## config.mk

```make
export PLATFORM = sky130hd
export DESIGN_NAME = pipe_stage_reg
export DESIGN_NICKNAME = d
export VERILOG_FILES = /design/src/rtl/pipe_pkg.sv /design/src/rtl/pipe_entry_reg.sv /design/src/rtl/pipe_stage_reg.sv
export SDC_FILE = /design/constraint.sdc
export NUM_CORES = 1
export LEC_CHECK = 0
export ABC_AREA = 0
export CORE_MARGIN = 4
export CORE_UTILIZATION = 52
export CTS_BUF_LIST = sky130_fd_sc_hd__clkbuf_8
export CTS_CLUSTER_DIAMETER = 80
export DETAILED_ROUTE_END_ITERATION = 10
export GPL_TIMING_DRIVEN = 0
export PLACE_DENSITY = 0.82
export SYNTH_ARGS = -nofsm -noshare
export SYNTH_HDL_FRONTEND = slang
export SYNTH_SLANG_ARGS = --single-unit
```

## constraint.sdc

```tcl
create_clock -name clk -period 2.8 [get_ports clk]
set_clock_uncertainty 0.1 [all_clocks]
set_input_delay 0.42 -clock clk [delete_from_list [all_inputs] [get_ports clk]]
set_output_delay 0.42 -clock clk [all_outputs]
set_load 0.005 [all_outputs]
```

## src/rtl/pipe_pkg.sv

```systemverilog
// Shared types for the parametrised pipeline-stage register: state encoding and
// occupancy width.
package pipe_pkg;

   typedef enum logic [1:0] {
      PS_EMPTY = 2'd0,
      PS_BUSY  = 2'd1,
      PS_FULL  = 2'd2
   } pipe_state_t;

   localparam int unsigned OCC_W = 2;

   // Number of entries held in a given state.
   function automatic logic [OCC_W-1:0] occ_of(input pipe_state_t s);
      logic [OCC_W-1:0] occ;
      occ = '0;
      case (s)
         PS_BUSY: occ = 2'd1;
         PS_FULL: occ = 2'd2;
         default: occ = 2'd0;
      endcase
      return occ;
   endfunction

endpackage

```

## src/rtl/pipe_entry_reg.sv

```systemverilog
// Load-enable storage register for one pipeline entry (control + data bundle),
// cleared to zero by the asynchronous active-low reset.
module pipe_entry_reg
   import pipe_pkg::*;
#(
   parameter int unsigned W = 72
) (
   input  logic         clk,
   input  logic         reset_n,
   input  logic         load,
   input  logic [W-1:0] d,
   output logic [W-1:0] q
);

   logic [W-1:0] q_q;

   always_ff @(posedge clk or negedge reset_n) begin
      if (!reset_n) begin
         q_q <= '0;
      end else if (load) begin
         q_q <= d;
      end
   end

   assign q = q_q;

endmodule

```

## src/rtl/pipe_stage_reg.sv

```systemverilog
// Generic pipeline-stage register with valid/ready handshake, synchronous flush
// and an optional skid entry that makes in_ready a decode of registered state.
module pipe_stage_reg
   import pipe_pkg::*;
#(
   parameter int unsigned DATA_W = 64,
   parameter int unsigned CTRL_W = 8,
   parameter bit          SKID   = 1'b1
) (
   input  logic              clk,
   input  logic              reset_n,
   input  logic              flush,
   input  logic              in_valid,
   output logic              in_ready,
   input  logic [CTRL_W-1:0] in_ctrl,
   input  logic [DATA_W-1:0] in_data,
   output logic              out_valid,
   input  logic              out_ready,
   output logic [CTRL_W-1:0] out_ctrl,
   output logic [DATA_W-1:0] out_data,
   output logic [OCC_W-1:0]  occupancy
);

   localparam int unsigned W = CTRL_W + DATA_W;

   pipe_state_t      state_q, state_d;
   logic [OCC_W-1:0] occ_q;
   logic             in_fire, out_fire;
   logic             main_load, skid_load;
   logic [W-1:0]     in_bundle, main_d, main_q, skid_q;

   assign in_bundle = {in_ctrl, in_data};
   assign out_valid = (state_q != PS_EMPTY);
   assign in_fire   = in_valid & in_ready;
   assign out_fire  = out_valid & out_ready;

   generate
      if (SKID) begin : g_in_ready_reg
         assign in_ready = (state_q != PS_FULL);
      end else begin : g_in_ready_comb
         assign in_ready = ~out_valid | out_ready;
      end
   endgenerate

   always_comb begin
      state_d   = state_q;
      main_load = 1'b0;
      skid_load = 1'b0;
      main_d    = in_bundle;
      // Flush wins: entries are dropped, but a transfer in this cycle still handshakes.
      if (flush) begin
         state_d = PS_EMPTY;
      end else begin
         unique case (state_q)
            PS_EMPTY: begin
               if (in_fire) begin
                  state_d   = PS_BUSY;
                  main_load = 1'b1;
               end
            end
            PS_BUSY: begin
               if (in_fire && out_fire) begin
                  main_load = 1'b1;
               end else if (in_fire) begin
                  if (SKID) begin
                     state_d   = PS_FULL;
                     skid_load = 1'b1;
                  end
               end else if (out_fire) begin
                  state_d = PS_EMPTY;
               end
            end
            PS_FULL: begin
               if (out_fire) begin
                  state_d   = PS_BUSY;
                  main_load = 1'b1;
                  main_d    = skid_q;
               end
            end
            default: state_d = PS_EMPTY;
         endcase
      end
   end

   always_ff @(posedge clk or negedge reset_n) begin
      if (!reset_n) begin
         state_q <= PS_EMPTY;
         occ_q   <= '0;
      end else begin
         state_q <= state_d;
         occ_q   <= occ_of(state_d);
      end
   end

   pipe_entry_reg #(
      .W(W)
   ) u_main (
      .clk    (clk),
      .reset_n(reset_n),
      .load   (main_load),
      .d      (main_d),
      .q      (main_q)
   );

   generate
      if (SKID) begin : g_skid
         pipe_entry_reg #(
            .W(W)
         ) u_skid (
            .clk    (clk),
            .reset_n(reset_n),
            .load   (skid_load),
            .d      (in_bundle),
            .q      (skid_q)
         );
      end else begin : g_no_skid
         logic unused_skid_load;
         assign unused_skid_load = skid_load;
         assign skid_q           = '0;
      end
   endgenerate

   // An empty stage must never present live control bits downstream.
   assign out_ctrl  = out_valid ? main_q[W-1:DATA_W] : '0;
   assign out_data  = main_q[DATA_W-1:0];
   assign occupancy = occ_q;

endmodule

```

==> results of run 1 <==
## cell usage in the layout (no fill, tap or decap), drive strengths merged
| master | n |
|---|---|
| buf | 82 |
| bufinv | 2 |
| mux2 | 216 |
| or3b | 1 |
| mux2i | 1 |
| nor2 | 3 |
| clkdlybuf4s50 | 151 |
| o21ba | 2 |
| inv | 7 |
| a21boi | 2 |
| nor4bb | 1 |
| nand2 | 2 |
| nand2b | 1 |
| dfrtp | 148 |
| nand4bb | 1 |
| nor2b | 9 |
| a21oi | 1 |
| dlygate4sd3 | 1 |
| clkbuf | 31 |
| o31ai | 1 |
| nand3 | 1 |
## worst max path at each step
| stage | endpoint | cells after the start | slack, ns | from |
|---|---|---|---|---|
| after floorplan | u_main.q[16] | 6 | 0.82 | state_q[0] |
| after global placement | u_main.q[30] | 1 | -4.53 | reset_n |
| after detailed placement | u_main.q[16] | 6 | 0.02 | out_ready |
| after CTS | out_ctrl[7] | 4 | 0.09 | state_q[0] |
| after global routing | out_ctrl[5] | 4 | 0.24 | state_q[0] |
| final | out_ctrl[7] | 4 | 0.37 | state_q[0] |
## kinds of logic after synthesis
| logic type | share of synthesized area (%) |
|---|---|
| AO/OA/AOI/OAI | 0.887 |
| buffers and inverters | 8.54 |
| flip-flops | 53.6 |
| multiplexers | 35.3 |
| AND/OR/NAND/NOR | 1.68 |
## power groups by stage
stage,Combinational [mW],Clock (mW),Sequential [mW]
final,1.58,1.68,2.90
after global routing,1.72,1.82,2.97
after CTS,1.61,1.72,2.91
after detailed placement,1.60,0,2.95
after global placement,1.55,0,2.90
after floorplan,0.900,0,2.85
## flip-flops by register name, summed over array words and instances, names as in the netlist
signal,cells
g_skid.u_skid.q,72
occupancy,2
state_q,2
u_main.q,72
## layer usage
layer	vias up	wire length [microns]	track usage, %
met2	105	7170	33.7
met1	2089	5840	24.0
met3	15	746	4.94
met4	0	185	7.61
li1	1963	-	-
met5	-	0	0
## cell type report
type / instances / area [sq um] / area share, %
plain buffers: 87 / 587 / 6.44
repair buffers: 154 / 1560 / 17.1
well taps: 172 / 215 / 2.36
flip-flops and latches: 148 / 3700 / 40.7
multi-input cells: 242 / 2620 / 28.8
clock buffers: 24 / 330 / 3.63
inverters: 1 / 3.75 / 0.0412
clock inverters: 8 / 82.6 / 0.907
## per-stage QoR
stage               util [%]  setup slack (ns)  cell area [sq um]
floorplan                  -             0.818               6910
global placement        67.5             -4.53               8650
detailed placement      67.7            0.0235               8680
CTS                     71.0            0.0858               9100
global route            71.0             0.239               9100
finish                  71.0             0.365               9100
## timing repair
action / CTS / global route
endpoints found under the setup margin: 0 / 2
resized for setup: 0 / 1
hold buffers: 1 / 0
hold endpoints to repair: 68 / 0
==> impl_table.tex, run 1 <==
\begin{tabular}{lr}
\hline
Metric & Value \\
\hline
\multicolumn{2}{l}{\textbf{Power}} \\
Switching share of total power & a little under a quarter \\
Internal power summed over all cells & 4.72 mW \\
Psw & 1.44 mW \\
Part of the power in the clock network & 27.3\% \\
Total power draw & between 6 and 7 mW \\
Ratio of total power to cell area & 677 mW/mm\^{}2 \\
Sequential group share of total power & 47.1\% \\
Lkg Pwr & 3.95 nW \\
Fraction of power consumed by combinational cells & about a quarter \\
Peak ir drop on the vdd network & between 300 and 400 uV \\
\multicolumn{2}{l}{\textbf{Die}} \\
Initial Utilization & a little over half \\
DIE WIDTH & 123 microns \\
Count of boundary I/O pins & 153 \\
Core Rows & 41 \\
Total core area & 0.0128 sq mm \\
Die span in y & about 120 microns \\
Die area & around 0.015 sq mm \\
\multicolumn{2}{l}{\textbf{Flow run}} \\
Maximum capacitance violations & 0 \\
\multicolumn{2}{l}{\textbf{Route}} \\
Number of design rule violations left after detail routing & 0 \\
Antenna-violating nets left & 0 \\
Via-to-Cell Ratio & 4.99 \\
Number of detailed-route iterations in the first pass & 4 \\
Sum of routed wire length over all layers & 13900 microns \\
Number of vias in the routed layout & 4172 \\
DRT iter0 DRCs & between 100 and 150 \\
Final routed wire length divided by cell count & 16.7 microns \\
\multicolumn{2}{l}{\textbf{Synthesis}} \\
Most frequently used cell type in the post-synthesis netlist & sky130\_fd\_sc\_hd\_\_mux2\_2 \\
Main area contributors after synthesis & sky130\_fd\_sc\_hd\_\_dfrtp\_1 54\%, sky130\_fd\_sc\_hd\_\_mux2\_2 34\%, sky130\_fd\_sc\_hd\_\_buf\_4 6.9\% \\
Total nets after synthesis & about 560 \\
Number of flops mapped to enable cells by yosys & 0 \\
Top\_reg\_cell synth & sky130\_fd\_sc\_hd\_\_dfrtp\_1 \\
FFs w/ async S/R, synth & 100\% \\
Leading area contributor after synthesis & sky130\_fd\_sc\_hd\_\_dfrtp\_1 \\
Gate count of the mapped netlist & about 480 \\
Yosys synthesis warning count & 0 \\
Most frequent cells after synthesis & 209 x sky130\_fd\_sc\_hd\_\_mux2\_2, 148 x sky130\_fd\_sc\_hd\_\_dfrtp\_1, 64 x sky130\_fd\_sc\_hd\_\_buf\_4 \\
Average instance area after synthesis & 14.5 sq um \\
Count of unique library cells instantiated by Yosys & 20 \\
Combined area of all synthesized cells & 0.00691 sq mm \\
Sequential cell area fraction in the yosys report & 53.6\% \\
Share of the synthesized area in the top cell type & 53.6\% \\
Flip-flop and latch count after synthesis & approximately 150 \\
\multicolumn{2}{l}{\textbf{Clocking}} \\
Clock transition at the registers of the reported paths & approximately 0.07 ns \\
Number of levels in the clock H-tree & 4 \\
Number of post-CTS setup repair buffers & 0 \\
Clock insertion delay at the later pin of the skew report & 0.44 ns \\
CTS tree & done \\
Clock root buffer master & sky130\_fd\_sc\_hd\_\_clkbuf\_8 \\
Clock buffer count from CTS & 17 \\
Clock tree buffer depth & 2 \\
Clock Sinks & roughly 150 \\
\multicolumn{2}{l}{\textbf{GRT}} \\
Wire length of the first global-routing pass & 23100 microns \\
Sum of overflow across all layers after global routing & 0 \\
Initial antenna violation count & 0 \\
Largest net degree at the start of global routing & 81 \\
Aggregate global-route resource usage & 19.7\% \\
Vias in the first global route & between 4000 and 5000 \\
\multicolumn{2}{l}{\textbf{Finish}} \\
Layout cells sized above 1 & 48.5\% \\
Fill count & 891 \\
NumNets Final & 728 \\
Area grow syn2layout & 31.7\% \\
Filler-free cell count of the finished design & between 800 and 900 \\
Total inserted antenna cells & 0 \\
\multicolumn{2}{l}{\textbf{Run status}} \\
Run status & complete, no violations \\
\multicolumn{2}{l}{\textbf{STA}} \\
Highest clock rate & 411 MHz \\
Slew of the pin with the lowest slew margin & 0.654 ns \\
Share of the cycle needed by the critical path after routing & 87.0\% \\
Max-slew headroom & $\sim$56\% \\
Number of max-slew violations in the final report & 0 \\
Final setup violation count & 0 \\
Worst slack on hold paths & 0.390 ns \\
Tmin final & $\sim$2.4 ns \\
Post-route setup TNS & 0 ns \\
RSZ-0062 raised after global routing & no \\
Final Hold Vio Count & 0 \\
\multicolumn{2}{l}{\textbf{Critical path}} \\
CP endpoint kind & output port \\
Startpoint types & flip-flop \\
Buf+Inv Stages, Crit Path & 2 \\
Worst reg2reg startpoint & state\_q[0] \\
Cells along the critical path & buf\_2, nor2\_2, nor2b\_1, clkdlybuf4s50\_1 \\
Cell with the largest stage delay on the worst path & sky130\_fd\_sc\_hd\_\_clkdlybuf4s50\_1 \\
Required arrival time at the worst endpoint & 2.28 ns \\
Critical Path Fanout Max & 9 \\
Length in cells of the worst reg-to-reg path & 6 \\
Type of the worst setup path & reg -> out \\
Delay of the slowest cell on the worst path & 0.47 ns \\
R2r endpoint & u\_main.q[55] \\
Data arrival at the endpoint of the critical path & 1.91 ns \\
Reg-to-reg slack, setup & slightly below 0.5 ns \\
Kind of cell adding the most delay to the critical path & buffers and inverters \\
\multicolumn{2}{l}{\textbf{Placement}} \\
Half-perimeter wire length of the detailed placement result & 10200 microns \\
Last weighted congestion value of the routability-driven placer & $\sim$0.76 \\
Port Buf Inserts & 152 \\
Number of cells after detailed placement & 803 \\
\multicolumn{2}{l}{\textbf{Worst hold path}} \\
Start point of the worst min-delay path & u\_main.q[60] \\
Worst min-delay path endpoint & u\_main.q[60] \\
Worst Hold Depth & 1 \\
Min-delay worst type & reg -> reg \\
\hline
\end{tabular}
(Power assumes the default switching activity.)
==> inputs of run 2 (changes only) <==
==> constraint.sdc (replaced) <==
create_clock -name clk -period 2.8 [get_ports clk]
set_clock_uncertainty 0.1 [all_clocks]
set_input_delay 0.42 -clock clk [delete_from_list [all_inputs] [get_ports clk]]
set_output_delay 0.42 -clock clk [all_outputs]
set_load 0.1 [all_outputs]
==> impl_table.tex, run 2 (synthesized netlist as in run 1, its figures left out) <==
\begin{tabular}{lr}
\hline
Metric & Value \\
\hline
\multicolumn{2}{l}{\textbf{Run status}} \\
Run status & complete, no violations \\
\multicolumn{2}{l}{\textbf{Critical path}} \\
Cells along the critical path & buf\_2, nor2\_2, nor2b\_1, dlygate4sd2\_1 \\
Length in cells of the worst reg-to-reg path & 6 (unchanged) \\
Crit path capture & out\_ctrl[7] \\
Buf+Inv Stages, Crit Path & 2 (unchanged) \\
Crit. Startpoint & state\_q[0] \\
Type of the worst setup path & reg -> out \\
Cell with the largest stage delay on the worst path & sky130\_fd\_sc\_hd\_\_dlygate4sd2\_1 \\
Worst reg2reg startpoint & state\_q[0] \\
Critical Path Fanout Max & 9 (unchanged) \\
Instance count on the critical path & 4 (unchanged) \\
Kind of cell adding the most delay to the critical path & buffers and inverters \\
Startpoint types & flip-flop \\
Data arrival at the endpoint of the critical path & 2.12 ns (+0.21 ns) \\
Delay of the slowest cell on the worst path & 0.88 ns (+0.41 ns) \\
Reg-to-reg slack, setup & 0.49 ns (about the same) \\
R2r endpoint & u\_main.q[55] \\
Required arrival time at the worst endpoint & 2.28 ns (about the same) \\
CP endpoint kind & output port \\
\multicolumn{2}{l}{\textbf{STA}} \\
Number of max-slew violations in the final report & 0 (unchanged) \\
Final Hold Vio Count & 0 (unchanged) \\
Share of the cycle needed by the critical path after routing & 94.2\% (+7.2 points) \\
Slew of the pin with the lowest slew margin & 1.03 ns (+0.373 ns) \\
Tmin final & 2.64 ns (+0.202 ns) \\
Final setup violation count & 0 (unchanged) \\
Highest clock rate & 379 MHz (-7.7\%) \\
RSZ-0062 raised after global routing & no \\
Max-slew headroom & 31.3\% (-25 points) \\
\multicolumn{2}{l}{\textbf{Route}} \\
Highest routed layer & met4 \\
Number of design rule violations left after detail routing & 0 (unchanged) \\
Number of detailed-route iterations in the first pass & 4 (unchanged) \\
Met3 wire length & 761 microns (+2.0\%) \\
Antenna-violating nets left & 0 (unchanged) \\
Met2 Routed Length & 7160 microns (-0.22\%) \\
Number of vias in the routed layout & 4169 (-0.072\%) \\
DRT iter0 DRCs & 146 (unchanged) \\
Via-to-Cell Ratio & 4.99 (about the same) \\
Sum of routed wire length over all layers & 13900 microns (unchanged) \\
Length of routed wiring on met1 & 5840 microns (unchanged) \\
Final routed wire length divided by cell count & 16.7 microns (unchanged) \\
\multicolumn{2}{l}{\textbf{Clocking}} \\
Clock tree buffer depth & 2 (unchanged) \\
Clock Sinks & 148 (unchanged) \\
Clock transition at the registers of the reported paths & 0.07 ns (about the same) \\
Number of post-CTS setup repair buffers & 0 (unchanged) \\
CTS tree & done \\
Clock buffer count from CTS & 17 (unchanged) \\
Clock root buffer master & sky130\_fd\_sc\_hd\_\_clkbuf\_8 \\
Number of levels in the clock H-tree & 4 (unchanged) \\
Clock insertion delay at the later pin of the skew report & 0.44 ns (about the same) \\
\multicolumn{2}{l}{\textbf{Placement}} \\
Number of cells after detailed placement & 803 (unchanged) \\
Port Buf Inserts & 152 (unchanged) \\
Half-perimeter wire length of the detailed placement result & 10200 microns (unchanged) \\
Last weighted congestion value of the routability-driven placer & 0.761 (unchanged) \\
\multicolumn{2}{l}{\textbf{Die}} \\
Die area & 0.0152 sq mm (unchanged) \\
Total core area & 0.0128 sq mm (unchanged) \\
DIE WIDTH & 123 microns (unchanged) \\
Count of boundary I/O pins & 153 (unchanged) \\
Initial Utilization & 53.9\% (unchanged) \\
Core Rows & 41 (unchanged) \\
Die span in y & 123 microns (unchanged) \\
\multicolumn{2}{l}{\textbf{Finish}} \\
Most common library cell in the layout ignoring fill and taps & sky130\_fd\_sc\_hd\_\_mux2\_2 \\
Total inserted antenna cells & 0 (unchanged) \\
Filler-free cell count of the finished design & 836 (unchanged) \\
Layout cells sized above 1 & 48.5\% (unchanged) \\
NumNets Final & 728 (unchanged) \\
Most frequent cells in the layout & 209 x sky130\_fd\_sc\_hd\_\_mux2\_2, 148 x sky130\_fd\_sc\_hd\_\_dfrtp\_1, 141 x sky130\_fd\_sc\_hd\_\_clkdlybuf4s50\_1 \\
Area grow syn2layout & 31.5\% \\
\multicolumn{2}{l}{\textbf{Power}} \\
Peak ir drop on the vdd network & 502 uV (+38\%) \\
Ratio of total power to cell area & 847 mW/mm\^{}2 (+25\%) \\
Lkg Pwr & 3.98 nW (+0.80\%) \\
Total power draw & 7.70 mW (+25\%) \\
\multicolumn{2}{l}{\textbf{GRT}} \\
Aggregate global-route resource usage & 19.7\% (-0.020 points) \\
Wire length of the first global-routing pass & 23000 microns (-0.15\%) \\
Vias in the first global route & 4739 (-0.11\%) \\
Sum of overflow across all layers after global routing & 0 (unchanged) \\
Largest net degree at the start of global routing & 81 (unchanged) \\
Initial antenna violation count & 0 (unchanged) \\
\multicolumn{2}{l}{\textbf{Worst hold path}} \\
Min-delay worst type & reg -> reg \\
\multicolumn{2}{l}{\textbf{Flow run}} \\
Maximum capacitance violations & 0 (unchanged) \\
\hline
\end{tabular}
==> run 2: layout make-up <==
cell class / instances / area (sq um)
buffer: 87 / 587
tap: 172 / 215
fill: 898 / 3730
inverter: 1 / 3.75
multi-input combinational: 242 / 2620
clock inverter: 8 / 82.6
timing repair buffer: 154 / 1550
clock buffer: 24 / 330
sequential: 148 / 3700
==> run 2: metal layers <==
metal	track usage (%)	vias up
li1	-	1963
met1	24.0	2086
met2	33.7	105
met3	4.94	15
met4	7.61	0
met5	0	-
==> run 2: worst min-delay path by stage <==
stage	start	end	cells past startpoint
2_1_floorplan	reset_n	g_skid.u_skid.q[0]	0
3_3_place_gp	u_main.q[55]	u_main.q[55]	1
3_5_place_dp	reset_n	g_skid.u_skid.q[61]	1
4_1_cts	u_main.q[60]	u_main.q[60]	1
5_1_grt	g_skid.u_skid.q[25]	g_skid.u_skid.q[25]	1
6_report	u_main.q[60]	u_main.q[60]	1
==> run 2: worst reg2reg max path: cells and delay by family, from the launching register on <==
| family | cells | cell delay [ns] |
|---|---|---|
| mux | 2 | 0.67 |
| simple gates | 1 | 0.29 |
| buf+inv | 3 | 0.77 |
| flops | 1 | 0.37 |
==> run 2: stage by stage <==
step / instance area, sq um / TNS [ns] / utilization (%) / hold WS (ns) / setup WS, ns
final: 9090 / 0 / 70.9 / 0.390 / 0.163
after global routing: 9090 / 0 / 70.9 / 0.418 / 0.0652
after CTS: 9090 / 0 / 70.9 / 0.395 / 0.121
after detailed placement: 8680 / 0 / 67.7 / 0.378 / 0.0235
after global placement: 8650 / -668.70 / 67.5 / 0.370 / -4.53
after floorplan: 6910 / 0 / - / 0.0244 / 0.329
==> run 2: where the power goes <==
part	total (mW)	leakage [nW]	internal (mW)	switching [mW]
logic	3.12	1.97	1.11	2.01
registers	2.90	1.78	2.65	0.248
clock network	1.68	0.233	0.942	0.738
total	7.70	3.98	4.71	2.99
==> run 2: timing repair <==
item                                    CTS  global route
resized for setup                        11             0
endpoints found under the setup margin   10             0
hold buffers                              1             0
endpoints found under the hold margin    68             0
==> inputs of run 3 (changes only) <==
--- a/config.mk
+++ b/config.mk
@@ -7,12 +7,13 @@
 export LEC_CHECK = 0
 export ABC_AREA = 0
 export CORE_MARGIN = 4
-export CORE_UTILIZATION = 52
+export CORE_UTILIZATION = 54
 export CTS_BUF_LIST = sky130_fd_sc_hd__clkbuf_8
 export CTS_CLUSTER_DIAMETER = 80
 export DETAILED_ROUTE_END_ITERATION = 10
 export GPL_TIMING_DRIVEN = 0
-export PLACE_DENSITY = 0.82
+export PLACE_DENSITY = 0.83
 export SYNTH_ARGS = -nofsm -noshare
 export SYNTH_HDL_FRONTEND = slang
+export SYNTH_HIERARCHICAL = 1
 export SYNTH_SLANG_ARGS = --single-unit
==> impl_table.tex, run 3 <==
\begin{tabular}{lr}
\hline
Metric & Value \\
\hline
\multicolumn{2}{l}{\textbf{Run status}} \\
Run status & complete, no violations \\
\multicolumn{2}{l}{\textbf{Synthesis}} \\
Combined area of all synthesized cells & 0.00754 sq mm (+9.1\%) \\
Adder-Cell Fraction of Synth Area & 0\% (unchanged) \\
Number of flops mapped to enable cells by yosys & 0 (unchanged) \\
Leading area contributor after synthesis & sky130\_fd\_sc\_hd\_\_dfrtp\_1 \\
FFs w/ async S/R, synth & 100\% (unchanged) \\
Total nets after synthesis & 489 (-12\%) \\
Combinational family with the most area after synthesis & multiplexers \\
Gate count of the mapped netlist & 412 (-14\%) \\
Area share of and/or/nand/nor cells after synthesis & 1.58\% (-0.11 points) \\
Share of the synthesized area in compound gates (AO/OA/AOI/OAI) & 0.531\% (-0.36 points) \\
Top\_reg\_cell synth & sky130\_fd\_sc\_hd\_\_dfrtp\_1 \\
Xor and xnor area share after synthesis & 0\% (unchanged) \\
Main area contributors after synthesis & sky130\_fd\_sc\_hd\_\_dfrtp\_1 49\%, sky130\_fd\_sc\_hd\_\_mux2\_4 42\%, sky130\_fd\_sc\_hd\_\_buf\_12 5.6\% \\
Most frequent cells after synthesis & 210 x sky130\_fd\_sc\_hd\_\_mux2\_4, 148 x sky130\_fd\_sc\_hd\_\_dfrtp\_1, 21 x sky130\_fd\_sc\_hd\_\_buf\_12 \\
Multiplexer fraction of the synthesized cell area & 42.7\% (+7.4 points) \\
Flip-flop and latch count after synthesis & 148 (unchanged) \\
Count of unique library cells instantiated by Yosys & 19 (-5.0\%) \\
Average instance area after synthesis & 18.3 sq um (+27\%) \\
Most frequently used cell type in the post-synthesis netlist & sky130\_fd\_sc\_hd\_\_mux2\_4 \\
Sequential cell area fraction in the yosys report & 49.1\% (-4.5 points) \\
Yosys synthesis warning count & 6 (+6) \\
Share of the synthesized area in the top cell type & 49.1\% (-4.5 points) \\
\multicolumn{2}{l}{\textbf{Power}} \\
Lkg Pwr & 4.39 nW (+10\%) \\
Peak ir drop on the vdd network & 520 uV (+3.5\%) \\
Ratio of total power to cell area & 828 mW/mm\^{}2 (-2.3\%) \\
Fraction of power consumed by combinational cells & 39.7\% (-0.8 points) \\
Part of the power in the clock network & 23.5\% (+1.7 points) \\
Sequential group share of total power & 36.8\% (-0.9 points) \\
Switching share of total power & 38.4\% (-0.47 points) \\
Psw & 3.10 mW (+3.7\%) \\
Internal power summed over all cells & 4.98 mW (+5.8\%) \\
\multicolumn{2}{l}{\textbf{Finish}} \\
Most frequent cells in the layout & 210 x sky130\_fd\_sc\_hd\_\_mux2\_4, 148 x sky130\_fd\_sc\_hd\_\_dfrtp\_1, 141 x sky130\_fd\_sc\_hd\_\_clkdlybuf4s50\_1 \\
Total inserted antenna cells & 0 (unchanged) \\
Area grow syn2layout & 29.6\% \\
Final cell utilization of the core & 72.6\% (+1.7 points) \\
Layout cells sized above 1 & 46.4\% (-2.1 points) \\
Most common library cell in the layout ignoring fill and taps & sky130\_fd\_sc\_hd\_\_mux2\_4 \\
NumNets Final & 662 (-9.1\%) \\
\multicolumn{2}{l}{\textbf{Die}} \\
Count of boundary I/O pins & 153 (unchanged) \\
Die area & 0.0159 sq mm (+4.7\%) \\
DIE WIDTH & 126 microns (+2.3\%) \\
Die span in y & 126 microns (+2.3\%) \\
Core Rows & 42 (+2.4\%) \\
Total core area & 0.0135 sq mm (+4.9\%) \\
Initial Utilization & 56.1\% (+2.1 points) \\
\multicolumn{2}{l}{\textbf{Clocking}} \\
Number of post-CTS setup repair buffers & 0 (unchanged) \\
Clock tree buffer depth & 2 (unchanged) \\
Clock transition at the registers of the reported paths & 0.08 ns (about the same) \\
Clock Sinks & 148 (unchanged) \\
CTS tree & done \\
Clock root buffer master & sky130\_fd\_sc\_hd\_\_clkbuf\_8 \\
Number of levels in the clock H-tree & 4 (unchanged) \\
Clock buffer count from CTS & 17 (unchanged) \\
Clock insertion delay at the later pin of the skew report & 0.45 ns (about the same) \\
\multicolumn{2}{l}{\textbf{STA}} \\
Slew of the pin with the lowest slew margin & 1.03 ns (-0.000294 ns) \\
Max-slew headroom & 31.3\% (about the same) \\
Final Hold Vio Count & 0 (unchanged) \\
Number of max-slew violations in the final report & 0 (unchanged) \\
Tmin final & 2.60 ns (-0.0378 ns) \\
RSZ-0062 raised after global routing & no \\
Highest clock rate & 385 MHz (+1.5\%) \\
Share of the cycle needed by the critical path after routing & 92.8\% (-1.4 points) \\
Final worst slack & 0.201 ns (+0.0378 ns) \\
Final setup violation count & 0 (unchanged) \\
Post-route setup TNS & 0 ns (unchanged) \\
\multicolumn{2}{l}{\textbf{GRT}} \\
Aggregate global-route resource usage & 19.4\% (-0.27 points) \\
Initial antenna violation count & 0 (unchanged) \\
Largest net degree at the start of global routing & 92 (+14\%) \\
Wire length of the first global-routing pass & 24400 microns (+5.9\%) \\
Sum of overflow across all layers after global routing & 0 (unchanged) \\
Vias in the first global route & 4509 (-4.9\%) \\
\multicolumn{2}{l}{\textbf{Route}} \\
Number of vias in the routed layout & 3942 (-5.4\%) \\
Sum of routed wire length over all layers & 15000 microns (+7.3\%) \\
Via-to-Cell Ratio & 5.10 (+2.3\%) \\
Antenna-violating nets left & 0 (unchanged) \\
Number of detailed-route iterations in the first pass & 4 (unchanged) \\
Number of design rule violations left after detail routing & 0 (unchanged) \\
DRT iter0 DRCs & 171 (+17\%) \\
Final routed wire length divided by cell count & 19.4 microns (+16\%) \\
\multicolumn{2}{l}{\textbf{Critical path}} \\
Delay of the slowest cell on the worst path & 0.88 ns (about the same) \\
Cell with the largest stage delay on the worst path & sky130\_fd\_sc\_hd\_\_dlygate4sd2\_1 \\
Cells along the critical path & nor2\_2, nor2b\_1, dlygate4sd2\_1 \\
Type of the worst setup path & reg -> out \\
Kind of cell adding the most delay to the critical path & buffers and inverters \\
Startpoint types & flip-flop \\
Critical Path Fanout Max & 9 (unchanged) \\
Data arrival at the endpoint of the critical path & 2.08 ns (-0.04 ns) \\
Required arrival time at the worst endpoint & 2.28 ns (about the same) \\
CP endpoint kind & output port \\
Buf+Inv Stages, Crit Path & 1 (-1) \\
Reg-to-reg slack, setup & 0.80 ns (+0.31 ns) \\
\multicolumn{2}{l}{\textbf{Flow run}} \\
Maximum capacitance violations & 0 (unchanged) \\
\multicolumn{2}{l}{\textbf{Placement}} \\
Half-perimeter wire length of the detailed placement result & 10200 microns (+0.56\%) \\
Last weighted congestion value of the routability-driven placer & 0.778 (+2.3\%) \\
Minimum setup slack after placement & 0.132 ns (+0.109 ns) \\
Port Buf Inserts & 152 (unchanged) \\
\multicolumn{2}{l}{\textbf{Worst hold path}} \\
Min-delay worst type & in -> async \\
\hline
\end{tabular}
## run 3: power groups by stage
stage | logic [mW] | clock network, mW | registers, mW
final | 3.21 | 1.90 | 2.97
after global routing | 3.32 | 2.03 | 3.04
after CTS | 3.24 | 1.95 | 2.97
after detailed placement | 3.23 | 0 | 3.00
after global placement | 3.19 | 0 | 2.97
after floorplan | 1.10 | 0 | 4.33
## run 3: worst paths after layout
path / from / to / cells after the start
worst min register to register: u_main/q[8] / u_main/q[8] / 1
min in group clk: u_main/q[8] / u_main/q[8] / 1
worst min-delay path: reset_n / u_main/q[5] / 2
max in group asynchronous: reset_n / u_main/q[38] / 3
worst max-delay path: state_q[1] / out_ctrl[0] / 3
worst max register to register: state_q[0] / u_main/q[50] / 6
## run 3: layout make-up
cell class	instances	area (sq um)
Sequential cell	148	3700
Fill cell	901	3680
Multi-Input combinational cell	239	3380
Timing Repair Buffer	154	1550
Buffer	24	454
Clock buffer	18	248
Tap cell	176	220
Clock inverter	13	208
Inverter	1	3.75
## run 3: through the flow
stage	hold slack, ns	area (sq um)	instances	total power, mW
2_1_floorplan	0.0244	7540	412	5.43
3_3_place_gp	0.386	9280	740	6.16
3_5_place_dp	0.330	9310	741	6.23
4_1_cts	0.390	9770	773	8.16
5_1_grt	0.421	9770	773	8.39
6_report	0.405	9770	773	8.09
## run 3: cells by family after synthesis
group	Yosys count
multiplexers	216
flip-flops	148
buffers and inverters	25
AND/OR/NAND/NOR	17
AO/OA/AOI/OAI	6
## run 3: what timing repair did
item / in CTS / in global routing
endpoints found under the hold margin: 57 / 0
endpoints found under the setup margin: 9 / 1
hold buffers: 1 / 0
gates resized for setup: 10 / 1
## run 3: metal layers
metal	track usage [%]	vias up	share of wire, %
met5	0	-	0
met4	6.62	0	1.8
met3	5.38	24	4.0
met2	32.1	98	50
met1	24.7	2004	44
li1	-	1816	-
